$ cat src/rtl/count_sampler_pkg.sv
// count_sampler_pkg: shared types and constants for the count sampler.
//   COUNT_W         - width of the sampled upstream counter
//   DEFAULT_PERIOD  - default number of enabled cycles between samples
//   DEFAULT_DEPTH   - default sample FIFO depth
//   sample_t        - one FIFO entry: wrap flag plus captured count
package count_sampler_pkg;

  localparam int unsigned COUNT_W        = 8;
  localparam int unsigned DEFAULT_PERIOD = 16;
  localparam int unsigned DEFAULT_DEPTH  = 4;

  typedef struct packed {
    logic               wrap;
    logic [COUNT_W-1:0] count;
  } sample_t;

endpackage

$ cat src/rtl/sample_fifo.sv
// sample_fifo: first-word-fall-through FIFO of sample_t entries.
//   i_clk    - clock, rising edge
//   i_reset  - asynchronous active-high reset; empties the FIFO
//   i_push   - write i_data (accepted when not full, or when full and popping)
//   i_data   - entry to write
//   i_pop    - remove head (ignored when empty)
//   o_data   - head entry, zero while empty
//   o_full   - occupancy == DEPTH
//   o_empty  - occupancy == 0
module sample_fifo
  import count_sampler_pkg::*;
#(
  parameter int unsigned DEPTH = DEFAULT_DEPTH
) (
  input  logic    i_clk,
  input  logic    i_reset,
  input  logic    i_push,
  input  sample_t i_data,
  input  logic    i_pop,
  output sample_t o_data,
  output logic    o_full,
  output logic    o_empty
);

  localparam int unsigned PTR_W = (DEPTH > 1) ? $clog2(DEPTH) : 1;
  localparam int unsigned CNT_W = PTR_W + 1;

  logic [PTR_W-1:0] r_wr_ptr;
  logic [PTR_W-1:0] r_rd_ptr;
  logic [CNT_W-1:0] r_count;
  sample_t          r_mem [DEPTH];

  logic w_push;
  logic w_pop;

  assign o_full  = (r_count == CNT_W'(DEPTH));
  assign o_empty = (r_count == '0);

  // A pop frees the slot in the same cycle, so a full FIFO still accepts a push then.
  assign w_pop  = i_pop && !o_empty;
  assign w_push = i_push && (!o_full || w_pop);

  // Pointers wrap naturally because DEPTH is a power of two.
  always_ff @(posedge i_clk or posedge i_reset) begin
    if (i_reset) begin
      r_wr_ptr <= '0;
      r_rd_ptr <= '0;
      r_count  <= '0;
    end else begin
      if (w_push) r_wr_ptr <= r_wr_ptr + PTR_W'(1);
      if (w_pop)  r_rd_ptr <= r_rd_ptr + PTR_W'(1);
      case ({w_push, w_pop})
        2'b10:   r_count <= r_count + CNT_W'(1);
        2'b01:   r_count <= r_count - CNT_W'(1);
        default: r_count <= r_count;
      endcase
    end
  end

  always_ff @(posedge i_clk) begin
    if (w_push) r_mem[r_wr_ptr] <= i_data;
  end

  // Storage is not reset; masking keeps the head at zero whenever nothing is queued.
  always_comb begin
    o_data = '0;
    if (!o_empty) o_data = r_mem[r_rd_ptr];
  end

endmodule

$ cat src/rtl/count_sampler.sv
// count_sampler: periodically samples an upstream 8-bit counter, flags 255->0 wraps
// seen since the previous sample, and queues {wrap, count} entries in a FIFO.
//   clk            - clock, rising edge
//   reset          - asynchronous active-high reset
//   count_in       - upstream counter value
//   enable         - period timer runs and samples are taken while high
//   clear_overflow - pulse clearing the sticky overflow flag
//   sample_data    - count of the FIFO head
//   sample_wrap    - wrap flag of the FIFO head
//   sample_valid   - FIFO non-empty
//   sample_ready   - consumer accepts the head when high with sample_valid
//   overflow       - sticky; a sample was dropped on a full FIFO
module count_sampler
  import count_sampler_pkg::*;
#(
  parameter int unsigned PERIOD = DEFAULT_PERIOD,
  parameter int unsigned DEPTH  = DEFAULT_DEPTH
) (
  input  logic               clk,
  input  logic               reset,
  input  logic [COUNT_W-1:0] count_in,
  input  logic               enable,
  input  logic               clear_overflow,
  output logic [COUNT_W-1:0] sample_data,
  output logic               sample_wrap,
  output logic               sample_valid,
  input  logic               sample_ready,
  output logic               overflow
);

  localparam int unsigned TIMER_W = (PERIOD > 1) ? $clog2(PERIOD) : 1;
  localparam logic [TIMER_W-1:0] TIMER_MAX = TIMER_W'(PERIOD - 1);

  logic [TIMER_W-1:0] r_timer;
  logic [TIMER_W-1:0] w_timer_d;
  logic [COUNT_W-1:0] r_prev_count;
  logic               r_wrap_acc;
  logic               w_wrap_acc_d;
  logic               r_overflow;
  logic               w_overflow_d;

  logic    w_sample;
  logic    w_wrap_now;
  sample_t w_push_data;
  sample_t w_head;
  logic    w_full;
  logic    w_empty;
  logic    w_pop;
  logic    w_drop;

  assign w_sample   = enable && (r_timer == TIMER_MAX);
  // A smaller value than last cycle means the upstream counter rolled over.
  assign w_wrap_now = (count_in < r_prev_count);

  // A wrap seen in the sampling cycle itself belongs to this sample.
  assign w_push_data = '{wrap: r_wrap_acc | w_wrap_now, count: count_in};

  assign w_pop  = sample_valid && sample_ready;
  assign w_drop = w_sample && w_full && !w_pop;

  always_comb begin
    w_timer_d = r_timer;
    if (enable) begin
      w_timer_d = (r_timer == TIMER_MAX) ? '0 : r_timer + TIMER_W'(1);
    end

    w_wrap_acc_d = r_wrap_acc;
    if (w_sample)        w_wrap_acc_d = 1'b0;
    else if (w_wrap_now) w_wrap_acc_d = 1'b1;

    // A fresh drop wins over a simultaneous clear.
    w_overflow_d = r_overflow;
    if (w_drop)              w_overflow_d = 1'b1;
    else if (clear_overflow) w_overflow_d = 1'b0;
  end

  always_ff @(posedge clk or posedge reset) begin
    if (reset) begin
      r_timer      <= '0;
      r_prev_count <= '0;
      r_wrap_acc   <= 1'b0;
      r_overflow   <= 1'b0;
    end else begin
      r_timer      <= w_timer_d;
      r_prev_count <= count_in;
      r_wrap_acc   <= w_wrap_acc_d;
      r_overflow   <= w_overflow_d;
    end
  end

  sample_fifo #(
    .DEPTH (DEPTH)
  ) u_fifo (
    .i_clk   (clk),
    .i_reset (reset),
    .i_push  (w_sample),
    .i_data  (w_push_data),
    .i_pop   (w_pop),
    .o_data  (w_head),
    .o_full  (w_full),
    .o_empty (w_empty)
  );

  assign sample_valid = !w_empty;
  assign sample_data  = w_head.count;
  assign sample_wrap  = w_head.wrap;
  assign overflow     = r_overflow;

endmodule

$ cat config.mk
export PLATFORM = sky130hd
export DESIGN_NAME = count_sampler
export DESIGN_NICKNAME = d
export VERILOG_FILES = /design/src/rtl/count_sampler_pkg.sv /design/src/rtl/sample_fifo.sv /design/src/rtl/count_sampler.sv
export SDC_FILE = /design/constraint.sdc
export NUM_CORES = 1
export LEC_CHECK = 0
export CORE_MARGIN = 2
export CORE_UTILIZATION = 43
export CTS_CLUSTER_SIZE = 30
export DETAILED_ROUTE_END_ITERATION = 8
export GPL_ROUTABILITY_DRIVEN = 0
export GPL_TIMING_DRIVEN = 0
export HOLD_SLACK_MARGIN = 0.06
export PLACE_DENSITY = 0.65
export SLEW_MARGIN = 20
export SYNTH_ARGS = -nofsm -noshare
export SYNTH_HDL_FRONTEND = slang
export SYNTH_SLANG_ARGS = --single-unit
$ cat constraint.sdc
create_clock -name clk -period 2.4 [get_ports clk]
set_clock_uncertainty 0.05 [all_clocks]
set_input_delay 0.48 -clock clk [delete_from_list [all_inputs] [get_ports clk]]
set_output_delay 0.48 -clock clk [all_outputs]
set_load 0.005 [all_outputs]
* Word level (Yosys, flattened, before mapping)
Memory sizes are Yosys's and may differ from the RTL's. Index checks and enable logic that the tools add are counted.
Cells by class: bitwise gates (word level) 1, magnitude comparators 1, shift operators 0, mux-type cells 9, reduce and logical (&&, ||, !) cells 14, equality and inequality tests 4, add/subtract/negate cells 5, div/mod/pow operators 0, multipliers 0
Operators by type and width (number):
- $mux W9 | 1
- $lt A8 B8 Y1 | 1
- $logic_and A1 B1 Y1 | 6
- $mux W1 | 6
- $pmux W3 S2 | 1
- $reduce_bool A2 Y1 | 3
- $add A2 B1 Y2 const B | 2
- $add A4 B1 Y4 const B | 1
- $eq A4 B4 Y1 const B | 1
- $mux W4 | 1
- $add A3 B1 Y3 const B | 1
- $eq A3 B3 Y1 const B | 1
- $logic_not A1 Y1 | 3
- $logic_not A3 Y1 | 1
- $sub A3 B1 Y3 const B | 1
- $eq A2 B1 Y1 const B | 1
- $eq A2 B2 Y1 const B | 1
- $logic_or A1 B1 Y1 | 1
- $or A1 B1 Y1 | 1
Word-level totals: bits of input ports 13, bits in registers 21, bits in read-only memories 0, RAM bits 36, latch bits 0, output and inout bits 11, memories kept 1
Memories:
- u_fifo.r_mem | words 4, width 9, read ports 1, clocked after Yosys merged registers in 0, write ports 1, line sample_fifo.sv:31 | sample_t r_mem [DEPTH];

* Logic depth before layout (Yosys ltp)
depth after elaboration 8, depth in mapped cells 11

* Cells and area by module
A second synthesis with hierarchy kept.
Second synthesis, totals: cells, all modules 158, area total of the unflattened synthesis 2462.4 µm²
Modules (own cells, without submodules):
- sample_fifo | cells an instance 97, area each 1798.0 µm², instances 1, seq. area each 1256.2 µm²
- count_sampler | cells an instance 61, area each 664.4 µm², instances 1, seq. area each 350.3 µm²

* Worst setup path before layout
Ideal clock, no wire load.
kind in2reg, from input sample_ready, to register u_fifo.r_count[2], cell stages on the path 10, path buffers 1, path slack 73 ps, arrival time 2198 ps, library setup time 79 ps, path through or4b_4 nor2b_4 buf_6 inv_2 ha_1 inv_1 fa_1 xor2_1 nor2_1 xor2_1
On the way: word-level cells in the longest chain between the ends 6, elaborated cells on any way between the ends 8, classes of those cells eq/ne: 2; mux: 1; reduce/logical: 5
Ends and longest elaborated chain:
- start, declared | line count_sampler.sv:27 | input logic sample_ready,
- $logic_and A1 B1 Y1 (*) | line count_sampler.sv:58 | assign w_pop = sample_valid && sample_ready;
- $logic_and A1 B1 Y1 (*) | line sample_fifo.sv:40 | assign w_pop = i_pop && !o_empty;
- $logic_or A1 B1 Y1 | line sample_fifo.sv:41 | assign w_push = i_push && (!o_full || w_pop);
- $logic_and A1 B1 Y1 | line sample_fifo.sv:41
- $eq A2 B1 Y1 / $eq A2 B2 Y1 (equally long branches) | line sample_fifo.sv:52 | case ({w_push, w_pop})
- $pmux W3 S2 / $reduce_bool A2 Y1 (equally long branches)
- end signal, assigned | line sample_fifo.sv:53 | 2'b10: r_count <= r_count + CNT_W'(1);
- end signal, assigned | line sample_fifo.sv:54 | 2'b01: r_count <= r_count - CNT_W'(1);
- end signal, assigned | line sample_fifo.sv:55 | default: r_count <= r_count;
- end, declared | line sample_fifo.sv:30 | logic [CNT_W-1:0] r_count;
Every way passes the cells marked *; elsewhere a longest branch is shown, timed or not. A chain may end at the register's enable or synchronous reset.

* Final worst setup path
from register u_fifo.r_rd_ptr[0], to output sample_data[1]
On the way: word-level cells in the longest chain between the ends 2
Ends and longest elaborated chain:
- start, declared | line sample_fifo.sv:29 | logic [PTR_W-1:0] r_rd_ptr;
- start signal, assigned | line sample_fifo.sv:51 | if (w_pop) r_rd_ptr <= r_rd_ptr + PTR_W'(1);
- $mem_v2 Z4 W9
- $mux W9 | line sample_fifo.sv:67 | if (!o_empty) o_data = r_mem[r_rd_ptr];
- end, declared | line count_sampler.sv:24 | output logic [COUNT_W-1:0] sample_data,
Every way passes these cells.

==> summary.md <==
| Metric | Value |
|---|---|
| Outcome | `finished, final reports clean` |
| Type of origin of the critical path | `flip-flop` |
| YS warnings | `0` |
| Final WL | `4.385 mm` |
| Later-pin clock latency in the skew report | `about 0.33 ns` |
| Most frequent cells in the layout | `edfxtp_1, dfrtp_1, inv_1, clkdlybuf4s50_1, ha_1` |
| Core Box Area | `around 5500 um^2` |
| Tightest Hold Check Type | `flip-flop to flip-flop` |
| Pin count of the biggest net entering global routing | `22` |
| Dpl cells | `roughly 250` |
| DRT Pass-1 Iters | `4` |
| Yosys top cell area share | `0.4384` |
| CP top delay family | `multiplexers` |
| Slew headroom | `0.4332` |
| Layout cells sized above 1 | `0.2335` |
| Mapped Nets | `181` |
| Critical Path AT | `1.81 ns` |
| Required time of the critical path | `approximately 1.9 ns` |
| Number of synthesized flops with an enable pin | `36` |
| Lkg Pwr | `1.227 nW` |
| Worst stage delay on the critical path | `~0.50 ns` |
| Place WS | `-0.4756 ns` |
| CTS tree | `done` |
| Leading area contributor after synthesis | `edfxtp_1` |
| Die width | `79.73 um` |
| CP bufs+invs | `2` |
| GRT overflow | `0` |
| Non-Filler Instances | `269` |
| Vias in the first global route | `1480` |
| Clock-pin slew on the worst setup and hold paths | `0.06 ns` |
| Antenna viol nets, final | `0` |
| Num rows | `27` |
| Crit path max fanout | `5` |
| Port Buf Inserts | `23` |
| IO Pins | `24` |
| Most used DFF post-synth | `edfxtp_1` |
| Cells after Synth | `154` |
| Clock sink total | `57` |
| Hold Buf Count CTS | `0` |
| Hold Fails Final Rpt | `0` |
| RSZ-0062 raised after global routing | `false` |
| Min Tclk post-route | `2.339 ns` |
| Vias per cell | `4.993` |
| Diodes inserted | `0` |
| Avg Inst Size Synth | `16.01 um^2` |
| Pwr per Cell Area | `1018 nW/um^2` |
| Final Max Slew Viols | `0` |
| MaxCap Viol Count | `0` |
| Antenna violations before repair | `0` |
| Synth cell types | `34` |
| Layout area overhead | `24.00%` |
| Register area share after synthesis | `0.6514` |
| Setup ws final | `0.06076 ns` |
| Inserted Clock Buffers | `9` |
| Max stage delay cell, worst path | `mux4_2` |
| Root Buffer | `clkbuf_8` |
| Synth Register Bits | `57` |
| Crit. End Element | `output port` |
| Worst-margin pin slew | `around 0.85 ns` |
| Final setup viols | `0` |
| DRT iter0 DRCs | `56` |
| Max Clk Rate | `between 400 and 500 MHz` |
| Peak supply drop | `0.5002 mV` |
| Die Ht | `79.73 um` |
| H-tree Lvls | `3` |
| Die area | `about 6400 um^2` |
| Kind of critical path | `flip-flop to output port` |
| Per-cell routed wire length | `around 16 um` |
| Top post-synthesis cells by area | `edfxtp_1, dfrtp_1, mux4_2` |
| CP cell instances | `buf_12 > mux4_2 > and2_4 > dlygate4sd2_1` |
| Final nets | `220` |
| GRT Total Usage | `0.1533` |
| Max Buffers Root-to-Sink | `2` |
| First-pass GRT wire length | `6.982 mm` |
| Async SR Flop Fraction | `0.3684` |
| Final critical-path share of the clock period | `0.9747` |
| Routed vias | `1343` |
| Initial Utilization | `0.4479` |
| # DRC | `0` |
| Mapped cell area | `between 2000 and 2500 um^2` |
| Post-DP HPWL | `2.868 mm` |
| Most common cell after layout, fill and taps aside | `edfxtp_1` |
[state kept, by name, indices dropped and copies added (netlist names)]
signal,flops
u_fifo.r_mem,36
r_wrap_acc,1
overflow,1
r_timer,4
r_prev_count,8
u_fifo.r_count,3
u_fifo.r_rd_ptr,2
u_fifo.r_wr_ptr,2
[area by class of cell]
| cell class | count | area [um^2] |
|---|---|---|
| repair buffers | 28 | 272.8 |
| clock inverters | 4 | 43.79 |
| clock buffers | 11 | 141.4 |
| inverters | 16 | 60.06 |
| plain buffers | 4 | 50.05 |
| well taps | 72 | 90.09 |
| fillers | 463 | 2449 |
| multi-input cells | 77 | 792.0 |
| flip-flops and latches | 57 | 1608 |
[through the flow]
| step | power, mW | TNS (ns) | utilization | hold slack [ns] | cell area (um^2) |
|---|---|---|---|---|---|
| global route | 3.280 | 0 | 0.5553 | 0.4718 | 3058 |
| global placement | 2.143 | -0.6575 | 0.5060 | 0.4150 | 2786 |
| detailed placement | 2.200 | -0.8005 | 0.5060 | 0.4353 | 2786 |
| finish | 3.112 | 0 | 0.5553 | 0.4499 | 3058 |
| floorplan | 1.827 | 0 | - | 0.3973 | 2466 |
| CTS | 3.060 | 0 | 0.5465 | 0.4366 | 3009 |
[cell families (layout without fill, tap and decap cells)]
logic type | after synthesis | count (layout) | share of synthesized area
adder cells (fa/ha/maj) | 14 | 14 | 0.07408
multiplexers | 12 | 12 | 0.09487
AO/OA/AOI/OAI | 10 | 10 | 0.02486
buffers and inverters | 20 | 63 | 0.03449
AND/OR/NAND/NOR | 34 | 34 | 0.09234
flip-flops | 57 | 57 | 0.6514
XOR/XNOR | 7 | 7 | 0.02791
[path summary, 6_finish.rpt]
| path | start | end | slack [ns] | cells after the start |
|---|---|---|---|---|
| setup / recovery | u_fifo.r_rd_ptr[0]$_DFFE_PP0P_ | sample_data[1] | 0.06 | 4 |
| hold / removal | u_fifo.r_count[2]$_DFFE_PP0P_ | u_fifo.r_count[2]$_DFFE_PP0P_ | 0.45 | 1 |
| setup reg to reg | u_fifo.r_count[1]$_DFFE_PP0P_ | u_fifo.r_count[2]$_DFFE_PP0P_ | 0.11 | 10 |
| hold reg to reg | u_fifo.r_count[2]$_DFFE_PP0P_ | u_fifo.r_count[2]$_DFFE_PP0P_ | 0.45 | 1 |
| max in group asynchronous | reset | u_fifo.r_rd_ptr[0]$_DFFE_PP0P_ | 1.14 | 2 |
| min in group asynchronous | reset | r_prev_count[5]$_DFF_PP0_ | 0.58 | 2 |
[Yosys cell counts (2+ instances only)]
library cell  instances
mux2i_1               2
nand4_1               3
nor2_1                4
mux4_2                9
nor3_1                2
a21oi_1               3
xnor2_1               3
dfrtp_1              21
o21ai_0               3
nand2_1               5
and2_4                4
xor2_1                3
inv_1                15
and2_1               10
edfxtp_1             36
ha_1                 13
[timing repair]
item | CTS | global route
endpoints found under the setup margin | 11 | 3
gates cloned | 0 | 1
resized for setup | 18 | 4
buffers inserted | 3 | 1
pin swaps | 3 | 1
[routing by layer]
layer | GRT usage | vias up | part of all wire
met5 | 0 | - | 0
li1 | - | 633 | -
met2 | 0.2597 | 24 | 0.51
met4 | 0.09661 | 0 | 0.026
met3 | 0.03507 | 12 | 0.033
met1 | 0.1749 | 674 | 0.43
[worst reg2reg max path: stages (launching register included)]
cell and delay, ns:
dfrtp_1 0.40, or4b_4 0.53, nor2b_4 0.14, buf_6 0.13, inv_2 0.06, ha_4 0.13
inv_1 0.05, fa_2 0.33, xor2_1 0.15, nor2_1 0.07, xor2_1 0.15
[power breakdown]
part / internal [mW] / leakage, nW / switching [mW]
Sequential: 1.16 / 0.569 / 0.104
Clock: 0.495 / 0.0966 / 0.352
Combinational: 0.601 / 0.561 / 0.401
Total: 2.26 / 1.23 / 0.857
Note: power is estimated with default switching activity, not from simulation.
